File: config.mk
export PLATFORM = sky130hd
export DESIGN_NAME = reg_op_sequencer
export DESIGN_NICKNAME = d
export VERILOG_FILES = /design/src/rtl/reg_seq_pkg.sv /design/src/rtl/reg_op_sequencer.sv
export SDC_FILE = /design/constraint.sdc
export NUM_CORES = 1
export LEC_CHECK = 0
export BUFFER_PORTS_ARGS = -buffer_cell sky130_fd_sc_hd__buf_2
export CAP_MARGIN = 20
export CORE_MARGIN = 2
export CORE_UTILIZATION = 47
export DETAILED_ROUTE_END_ITERATION = 7
export PLACE_DENSITY = 0.91
export SLEW_MARGIN = 20
export SYNTH_ARGS = -nofsm -noshare
export SYNTH_HDL_FRONTEND = slang
export SYNTH_SLANG_ARGS = --single-unit
File: constraint.sdc
create_clock -name clk -period 1.9 [get_ports clk]
set_input_delay 0.475 -clock clk [delete_from_list [all_inputs] [get_ports clk]]
set_output_delay 0.475 -clock clk [all_outputs]
set_load 0.02 [all_outputs]
File: src/rtl/reg_seq_pkg.sv
// Shared types and defaults for the register-op sequencer.
package reg_seq_pkg;

  localparam int unsigned REG_AW_DEF = 3;
  localparam int unsigned DW_DEF     = 8;

  typedef enum logic [1:0] {
    OP_INCR = 2'b00,
    OP_DECR = 2'b01,
    OP_JIZR = 2'b10,
    OP_JNZR = 2'b11
  } op_e;

  typedef enum logic [1:0] {
    S_IDLE   = 2'b00,
    S_READ   = 2'b01,
    S_EXEC   = 2'b10,
    S_RETIRE = 2'b11
  } state_e;

  // Branch ops share the upper opcode bit.
  function automatic logic is_branch(input op_e op);
    return op[1];
  endfunction

endpackage

File: src/rtl/reg_op_sequencer.sv
// Multi-cycle controller for the register-arithmetic unit.
// Sequence per op: IDLE (accept) -> READ -> EXEC -> RETIRE.
// Optional build macro: REG_SEQ_SATURATE_EN makes incr/decr saturate and drive sat.
module reg_op_sequencer
  import reg_seq_pkg::*;
#(
  parameter int unsigned REG_AW = REG_AW_DEF,
  parameter int unsigned DW     = DW_DEF
) (
  input  logic              clk,
  input  logic              reset,
  input  logic              op_valid,
  output logic              op_ready,
  input  logic [1:0]        op_code,
  input  logic [REG_AW-1:0] op_reg,
  input  logic [2:0]        op_v,
  input  logic [DW-1:0]     pc_in,
  output logic [REG_AW-1:0] rf_raddr,
  input  logic [DW-1:0]     rf_rdata,
  output logic              rf_we,
  output logic [REG_AW-1:0] rf_waddr,
  output logic [DW-1:0]     rf_wdata,
  output logic [DW-1:0]     au_x,
  output logic [2:0]        au_v,
  output logic              au_incr,
  output logic              au_decr,
  output logic              au_jizr,
  output logic              au_jnzr,
  input  logic [DW-1:0]     au_res,
  output logic              br_valid,
  output logic              br_taken,
  output logic [DW-1:0]     br_target,
  output logic              done,
  output logic              sat
);

  localparam logic [DW-1:0] ONE = {{(DW-1){1'b0}}, 1'b1};

  state_e            r_state;
  state_e            w_next_state;
  logic              w_accept;
  op_e               r_op;
  logic [REG_AW-1:0] r_reg;
  logic [2:0]        r_v;
  logic [DW-1:0]     r_pc;
  logic [DW-1:0]     r_result;
  logic [DW-1:0]     r_target;
  logic              r_taken;
  logic              w_taken;
  logic              w_is_br;
  logic [DW-1:0]     w_result;
  logic              w_retire;
`ifdef REG_SEQ_SATURATE_EN
  logic              w_sat;
  logic              r_sat;
`endif

  // State register; reset discards any op in flight.
  always_ff @(posedge clk) begin
    if (reset) begin
      r_state <= S_IDLE;
    end else begin
      r_state <= w_next_state;
    end
  end

  // Next-state logic; an op is accepted only from IDLE.
  always_comb begin
    w_next_state = r_state;
    w_accept     = 1'b0;
    case (r_state)
      S_IDLE: begin
        if (op_valid) begin
          w_next_state = S_READ;
          w_accept     = 1'b1;
        end else begin
          w_next_state = S_IDLE;
        end
      end
      S_READ:   w_next_state = S_EXEC;
      S_EXEC:   w_next_state = S_RETIRE;
      S_RETIRE: w_next_state = S_IDLE;
      default:  w_next_state = S_IDLE;
    endcase
  end

  // AU drive during EXEC: register value for incr/decr, latched PC and offset for branches.
  always_comb begin
    au_x    = {DW{1'b0}};
    au_v    = 3'b000;
    au_incr = 1'b0;
    au_decr = 1'b0;
    au_jizr = 1'b0;
    au_jnzr = 1'b0;
    if (r_state == S_EXEC) begin
      case (r_op)
        OP_INCR: begin au_incr = 1'b1; au_x = rf_rdata; end
        OP_DECR: begin au_decr = 1'b1; au_x = rf_rdata; end
        OP_JIZR: begin au_jizr = 1'b1; au_x = r_pc; au_v = r_v; end
        OP_JNZR: begin au_jnzr = 1'b1; au_x = r_pc; au_v = r_v; end
        default: begin au_x = {DW{1'b0}}; end
      endcase
    end else begin
      au_x = {DW{1'b0}};
    end
  end

  // Branch condition and write-back value, evaluated from the read data in EXEC.
  always_comb begin
    w_is_br = is_branch(r_op);
    if (r_op == OP_JIZR) begin
      w_taken = (rf_rdata == {DW{1'b0}});
    end else begin
      w_taken = (rf_rdata != {DW{1'b0}});
    end
`ifdef REG_SEQ_SATURATE_EN
    w_sat = ((r_op == OP_INCR) && (rf_rdata == {DW{1'b1}})) ||
            ((r_op == OP_DECR) && (rf_rdata == {DW{1'b0}}));
    if (w_sat) begin
      w_result = rf_rdata;
    end else begin
      w_result = au_res;
    end
`else
    w_result = au_res;
`endif
  end

  // Op latch at accept and result/target capture at the end of EXEC.
  always_ff @(posedge clk) begin
    if (reset) begin
      r_op     <= OP_INCR;
      r_reg    <= {REG_AW{1'b0}};
      r_v      <= 3'b000;
      r_pc     <= {DW{1'b0}};
      r_result <= {DW{1'b0}};
      r_target <= {DW{1'b0}};
      r_taken  <= 1'b0;
`ifdef REG_SEQ_SATURATE_EN
      r_sat    <= 1'b0;
`endif
    end else begin
      if (w_accept) begin
        r_op  <= op_e'(op_code);
        r_reg <= op_reg;
        r_v   <= op_v;
        r_pc  <= pc_in;
      end
      if (r_state == S_EXEC) begin
        r_taken <= w_taken;
        if (w_is_br) begin
          // Not-taken target is computed here rather than by the AU.
          r_target <= w_taken ? au_res : (r_pc + ONE);
        end else begin
          r_result <= w_result;
        end
`ifdef REG_SEQ_SATURATE_EN
        r_sat <= w_sat;
`endif
      end
    end
  end

  assign w_retire  = (r_state == S_RETIRE);
  assign op_ready  = (r_state == S_IDLE);
  assign rf_raddr  = r_reg;
  assign rf_waddr  = r_reg;
  assign rf_wdata  = r_result;
  assign rf_we     = w_retire && !is_branch(r_op);
  assign br_valid  = w_retire && is_branch(r_op);
  assign br_taken  = w_retire && is_branch(r_op) && r_taken;
  assign br_target = r_target;
  assign done      = w_retire;
`ifdef REG_SEQ_SATURATE_EN
  assign sat       = w_retire && r_sat;
`else
  assign sat       = 1'b0;
`endif

endmodule

==> summary.md, run 1 <==
* overflow left after global routing: 0
* number of cells after detailed placement: 339
* count of placed standard cells in the final layout, fillers left out: 348
* worst setup slack after placement: 0.000102 ns
* area of the placeable core: 3690 µm²
* nets: 338
* worst setup path start: r_state[0]$_SDFF_PP0_
* average vias per placed instance: 5.19
* layout-stage area growth over the synthesis result: 29.5%
* largest net degree at the start of global routing: 30
* Finish-stage setup viols: 0
* number of buffers inserted during clock tree synthesis: 5
* Tmin final: 1.84 ns
* count of standard-cell rows: 22
* family with the most delay on the worst path: buffers and inverters
* maximum clock path buffer count: 2
* run status: complete, no violations
* post-place instance area: 2230 µm²
* unrepaired setup endpoints after global routing: true
* share of final-layout standard cells stronger than drive strength 1: 0.350
* Final Power: 1.80 mW
* Avg Cell Area, Syn: 8.11 µm²
* final core utilization: 0.641
* post-layout worst setup margin: 0.0569 ns
* fin crit share: 0.970
* slew at the pin with the worst max-slew slack: 0.550 ns
* Final Hold Violating Endpoints: 0
* worst voltage drop across the vdd grid: 531 µV
* final instance area: 2360 µm²
* Pwr per Cell Area: 762 nW/µm²
* Detail Route Antenna Nets: 0
* Setup crit end kind: output pin
* syn nets: 264
* final WL: 4660 µm
* arrival time at the worst endpoint: 1.37 ns
* count of H-tree levels built during CTS: 2
* RD Place Congestion: 0.832
* Mapped Cells: 225
* CTS clock-pin slew for the worst setup and hold paths: 0.07 ns
* IO Pins: 78
* length of the first detailed-routing pass in iterations: 4
* Horiz. Die Dim: 66.3 µm
* number of distinct library cells after synthesis: 33
* Setup Crit Path Kind: reg2out
* via count of the first global-routing pass: 1,599
* count of input and output buffers: 76
* number of sinks on the clock net: 35
* Clock Root Buffer: sky130_fd_sc_hd__clkbuf_8
* max-cap check violation count: 0
* CTS tree: built
* die extent in y: 66.3 µm
* startpoint class of the critical path: flop
* Crit-path slowest cell: sky130_fd_sc_hd__dfxtp_2
* Hold Startpoint: op_code[1]
* synthesized cell area: 1830 µm²
* clk_lat worst skew: 0.29 ns
* Warnings, synthesis: 0
* count of pins over their slew limit: 0
* initial cell density of the core: 0.495
* buffers and inverters on the worst path: 3
* first-pass GRT wire length: 7360 µm
* DR WL/cell: 13.4 µm
* crit-path max FO: 11
* First DRT Iteration DRCs: 56
* max incr delay on CP: 0.33 ns
* Max Fclk: 0.543 GHz
* number of antenna diodes: 0
* required time worst endpoint: 1.42 ns
* GR Util All Layers: 0.220
* number of antenna violations at the first check in global routing: 0
* Die Outline Area: 4400 µm²
* maximum clock skew at final layout: 0.00603 ns
* sequential-to-total area share from yosys stat: 0.384
* dpl hpwl: 3380 µm
* class of the most critical hold timing path: in2reg
* worst flop-to-flop path startpoint: r_state[0]$_SDFF_PP0_
* number of remaining DRC errors: 0
* vias after detailed routing: 1,806
* cells along the critical path: inv_2 > ha_4 > buf_4 > and3_1 > buf_2
* relative max-transition margin: 0.632
* static leakage: 1.11 nW
* hold buffers post-CTS: 0
* FF+latch count, synth: 35
-- worst paths after layout --
kind	slack, ns	depth (start not counted)	end
hold / removal	0.42	3	r_op[1]$_SDFFE_PP0P_
setup reg to reg	0.31	7	br_target[4]$_SDFFE_PP0P_
hold reg to reg	0.45	2	r_v[0]$_SDFFE_PP0P_
setup / recovery	0.06	5	au_v[0]
-- stage by stage --
step	setup TNS, ns	hold slack, ns
detailed placement	0	0.444
CTS	0	0.416
global route	-0.0290	0.418
finish	0	0.417
global placement	0	0.439
floorplan	0	0.432
-- state kept, by name, indices dropped and copies added (netlist names) --
signal     cells
br_target      8
r_pc           8
r_op           2
rf_raddr       3
r_taken        1
r_state        2
r_v            3
rf_wdata       8
-- cell usage after synthesis --
cell / number / area (µm²)
sky130_fd_sc_hd__o21ai_0: 1 / 5.00
sky130_fd_sc_hd__xor2_1: 2 / 17.5
sky130_fd_sc_hd__a311o_1: 3 / 30.0
sky130_fd_sc_hd__nor3_1: 1 / 5.00
sky130_fd_sc_hd__nor3b_1: 3 / 22.5
sky130_fd_sc_hd__ha_1: 4 / 50.1
sky130_fd_sc_hd__nor4_1: 3 / 18.8
sky130_fd_sc_hd__buf_4: 4 / 30.0
sky130_fd_sc_hd__nor2_1: 4 / 15.0
sky130_fd_sc_hd__inv_1: 2 / 7.51
sky130_fd_sc_hd__a21oi_2: 1 / 8.76
sky130_fd_sc_hd__o311ai_1: 1 / 8.76
sky130_fd_sc_hd__a31o_2: 3 / 26.3
sky130_fd_sc_hd__a21oi_1: 26 / 130
sky130_fd_sc_hd__mux2i_1: 8 / 80.1
sky130_fd_sc_hd__clkbuf_1: 10 / 37.5
sky130_fd_sc_hd__o21ai_1: 1 / 5.00
sky130_fd_sc_hd__nand3_1: 7 / 35.0
sky130_fd_sc_hd__nand2_1: 51 / 191
sky130_fd_sc_hd__nand3b_1: 4 / 30.0
sky130_fd_sc_hd__nor2b_1: 11 / 68.8
sky130_fd_sc_hd__xnor2_1: 4 / 35.0
sky130_fd_sc_hd__and2_1: 4 / 25.0
sky130_fd_sc_hd__nand2b_1: 11 / 68.8
sky130_fd_sc_hd__a21o_2: 1 / 8.76
sky130_fd_sc_hd__o41ai_1: 3 / 26.3
sky130_fd_sc_hd__nor4_4: 2 / 42.5
sky130_fd_sc_hd__conb_1: 1 / 3.75
sky130_fd_sc_hd__buf_6: 1 / 11.3
sky130_fd_sc_hd__dfxtp_1: 35 / 701
sky130_fd_sc_hd__a311oi_1: 1 / 8.76
sky130_fd_sc_hd__buf_2: 3 / 15.0
sky130_fd_sc_hd__and3_1: 9 / 56.3
-- layout make-up --
class	count	area [µm²]
clock buffers	8	100
well taps	48	60.1
multi-input cells	170	1040
repair buffers	85	450
inverters	2	7.51
flip-flops and latches	35	707
fillers	320	1320
-- worst register-to-register path, stage by stage, from the launching register on --
cell and delay [ns]:
sky130_fd_sc_hd__dfxtp_2 0.33, sky130_fd_sc_hd__inv_2 0.07, sky130_fd_sc_hd__ha_4 0.18, sky130_fd_sc_hd__buf_4 0.13, sky130_fd_sc_hd__nand2_1 0.07, sky130_fd_sc_hd__buf_4 0.18, sky130_fd_sc_hd__nor2_1 0.33, sky130_fd_sc_hd__a311o_1 0.25
-- kinds of logic after synthesis --
logic type	share of synthesized area
AOI/OAI and AO/OA	0.141
xor gates and xnor gates	0.0288
adders and majority gates	0.0274
buffers and inverters	0.0555
DFF	0.384
muxes	0.0439
other	0.00205
and+or+nand+nor	0.317
-- metal layers --
| layer | part of all wire | vias to the layer above | GRT usage |
|---|---|---|---|
| li1 | - | 913 | - |
| met1 | 0.43 | 835 | 0.280 |
| met2 | 0.49 | 49 | 0.345 |
| met3 | 0.060 | 9 | 0.0630 |
| met4 | 0.022 | 0 | 0.0969 |
| met5 | 0 | - | 0 |
-- where the power goes --
group	internal [mW]	switching (mW)	total [mW]
logic	0.158	0.231	0.390
registers	0.783	0.0454	0.828
clock network	0.330	0.253	0.584
-- layout by cell type (no fill, tap or decap), drive strengths merged --
master / n
a21oi: 27
o311ai: 1
xor2: 2
conb: 1
nor4: 5
inv: 2
xnor2: 4
nand3b: 4
nand2b: 11
o21ai: 2
a31o: 3
nor3b: 3
a311o: 3
mux2i: 8
and3: 9
ha: 4
nor3: 1
clkbuf: 8
nor2b: 11
nand2: 51
o41ai: 3
a311oi: 1
and2: 4
buf: 85
nor2: 4
dfxtp: 35
a21o: 1
nand3: 7
-- what timing repair did --
action / in CTS / in global routing
endpoints found under the setup margin: 13 / 11
endpoints found under the hold margin: 0 / 0
cloned: 0 / 0
setup buffers: 0 / 1
resized for setup: 3 / 6
Power figures use the tool's default switching activity.
==> run 2: changes to the inputs <==
Settings changed: CORE_UTILIZATION 47 to 40, PLACE_DENSITY 0.91 to 0.81.
==> summary.md, run 2 (synthesis gave the netlist of run 1 again) <==
* run status: complete, no violations
* vias after detailed routing: 1,826
* Tmin final: 1.84 ns
* number of antenna diodes: 0
* post-layout worst setup margin: 0.0618 ns
* First DRT Iteration DRCs: 103
* number of buffers inserted during clock tree synthesis: 5
* relative max-transition margin: 0.624
* fin crit share: 0.967
* Pwr per Cell Area: 842 nW/µm²
* largest net degree at the start of global routing: 19
* share of final-layout standard cells stronger than drive strength 1: 0.343
* overflow left after global routing: 0
* Max Fclk: 0.544 GHz
* CTS clock-pin slew for the worst setup and hold paths: 0.07 ns
* arrival time at the worst endpoint: 1.36 ns
* Horiz. Die Dim: 71.6 µm
* worst voltage drop across the vdd grid: 509 µV
* dpl hpwl: 3570 µm
* length of the first detailed-routing pass in iterations: 4
* crit-path max FO: 9
* Die Outline Area: 5120 µm²
* layout-stage area growth over the synthesis result: 31.2%
* count of standard-cell rows: 24
* required time worst endpoint: 1.42 ns
* number of antenna violations at the first check in global routing: 0
* buffers and inverters on the worst path: 3
* Total Neg Setup Slack: 0 ns
* nets: 338
* final WL: 4810 µm
* via count of the first global-routing pass: 1,695
* clk_lat worst skew: 0.29 ns
* max-cap check violation count: 0
* number of cells after detailed placement: 344
* class of the most critical hold timing path: in2reg
* Setup Crit Path Kind: reg2out
* startpoint class of the critical path: flop
* worst setup slack after placement: -0.00394 ns
* leading cell type in the layout, fill and taps excluded: sky130_fd_sc_hd__buf_2
* commonest cells after routing, fill and taps aside: 76 x sky130_fd_sc_hd__buf_2, 51 x sky130_fd_sc_hd__nand2_1, 34 x sky130_fd_sc_hd__dfxtp_1
* Setup crit end kind: output pin
* maximum clock path buffer count: 2
* Detail Route Antenna Nets: 0
* IO Pins: 78
* DR WL/cell: 13.7 µm
* post-CTS setup buffer count: 0
* slew at the pin with the worst max-slew slack: 0.565 ns
* GR Util All Layers: 0.191
* cells along the critical path: inv_2 > ha_4 > buf_4 > and3_1 > buf_2
* family with the most delay on the worst path: buffers and inverters
* static leakage: 1.12 nW
* initial cell density of the core: 0.416
* count of H-tree levels built during CTS: 2
* area of the placeable core: 4380 µm²
* Clock Root Buffer: sky130_fd_sc_hd__clkbuf_8
* maximum clock skew at final layout: 0.00201 ns
* count of pins over their slew limit: 0
* Crit-path slowest cell: sky130_fd_sc_hd__dfxtp_1
* Final Hold Violating Endpoints: 0
* first-pass GRT wire length: 7670 µm
* number of sinks on the clock net: 35
* max incr delay on CP: 0.35 ns
* CTS tree: built
* RD Place Congestion: 0.880
* number of remaining DRC errors: 0
* Finish-stage setup viols: 0
* die extent in y: 71.6 µm
* count of input and output buffers: 76
* average vias per placed instance: 5.19
* count of placed standard cells in the final layout, fillers left out: 352
run 2: path summary, 6_finish.rpt:
kind / from / endpoint / slack, ns / cells past startpoint
max: r_state[0]$_SDFF_PP0_ / au_jnzr / 0.06 / 5
min: op_code[1] / r_op[1]$_SDFFE_PP0P_ / 0.42 / 3
max reg2reg: r_op[0]$_SDFFE_PP0P_ / br_target[4]$_SDFFE_PP0P_ / 0.34 / 4
min reg2reg: rf_wdata[5]$_SDFFE_PP0P_ / rf_wdata[5]$_SDFFE_PP0P_ / 0.45 / 2
run 2: routing by layer:
metal | share of wire | vias up | track usage
met5 | 0 | - | 0
met4 | 0.040 | 0 | 0.109
met3 | 0.075 | 17 | 0.0647
met2 | 0.48 | 63 | 0.303
met1 | 0.41 | 839 | 0.225
li1 | - | 907 | -
run 2: repair_timing:
item                                    CTS  global route
gates cloned                              0             0
endpoints found under the hold margin     0             0
gates resized for setup                   1             3
hold buffers                              0             0
endpoints found under the setup margin    7            13
run 2: through the flow:
step | power (mW) | area (µm²) | util | hold slack [ns]
floorplan | 1.08 | 1830 | - | 0.432
global placement | 1.21 | 2240 | 0.512 | 0.440
detailed placement | 1.22 | 2240 | 0.512 | 0.444
CTS | 2.03 | 2380 | 0.544 | 0.409
global route | 2.11 | 2390 | 0.546 | 0.409
finish | 2.02 | 2390 | 0.546 | 0.416
run 2: area by class of cell:
cell class / count / area, µm²
sequential: 35 / 702
inverter: 2 / 7.51
fill: 395 / 1990
clock inverter: 3 / 67.6
tap: 52 / 65.1
timing repair buffer: 85 / 448
clock buffer: 5 / 68.8
multi-input combinational: 170 / 1040
run 2: power breakdown:
group          switching (mW)  internal, mW  leakage, nW
clock network           0.280         0.523       0.0644
logic                   0.230         0.155        0.770
registers              0.0455         0.781        0.286
total                   0.556          1.46         1.12
run 2: worst min-delay path: stages:
cell                      delay [ns]
sky130_fd_sc_hd__buf_2          0.09
sky130_fd_sc_hd__nand2_1        0.04
sky130_fd_sc_hd__a21oi_1        0.05
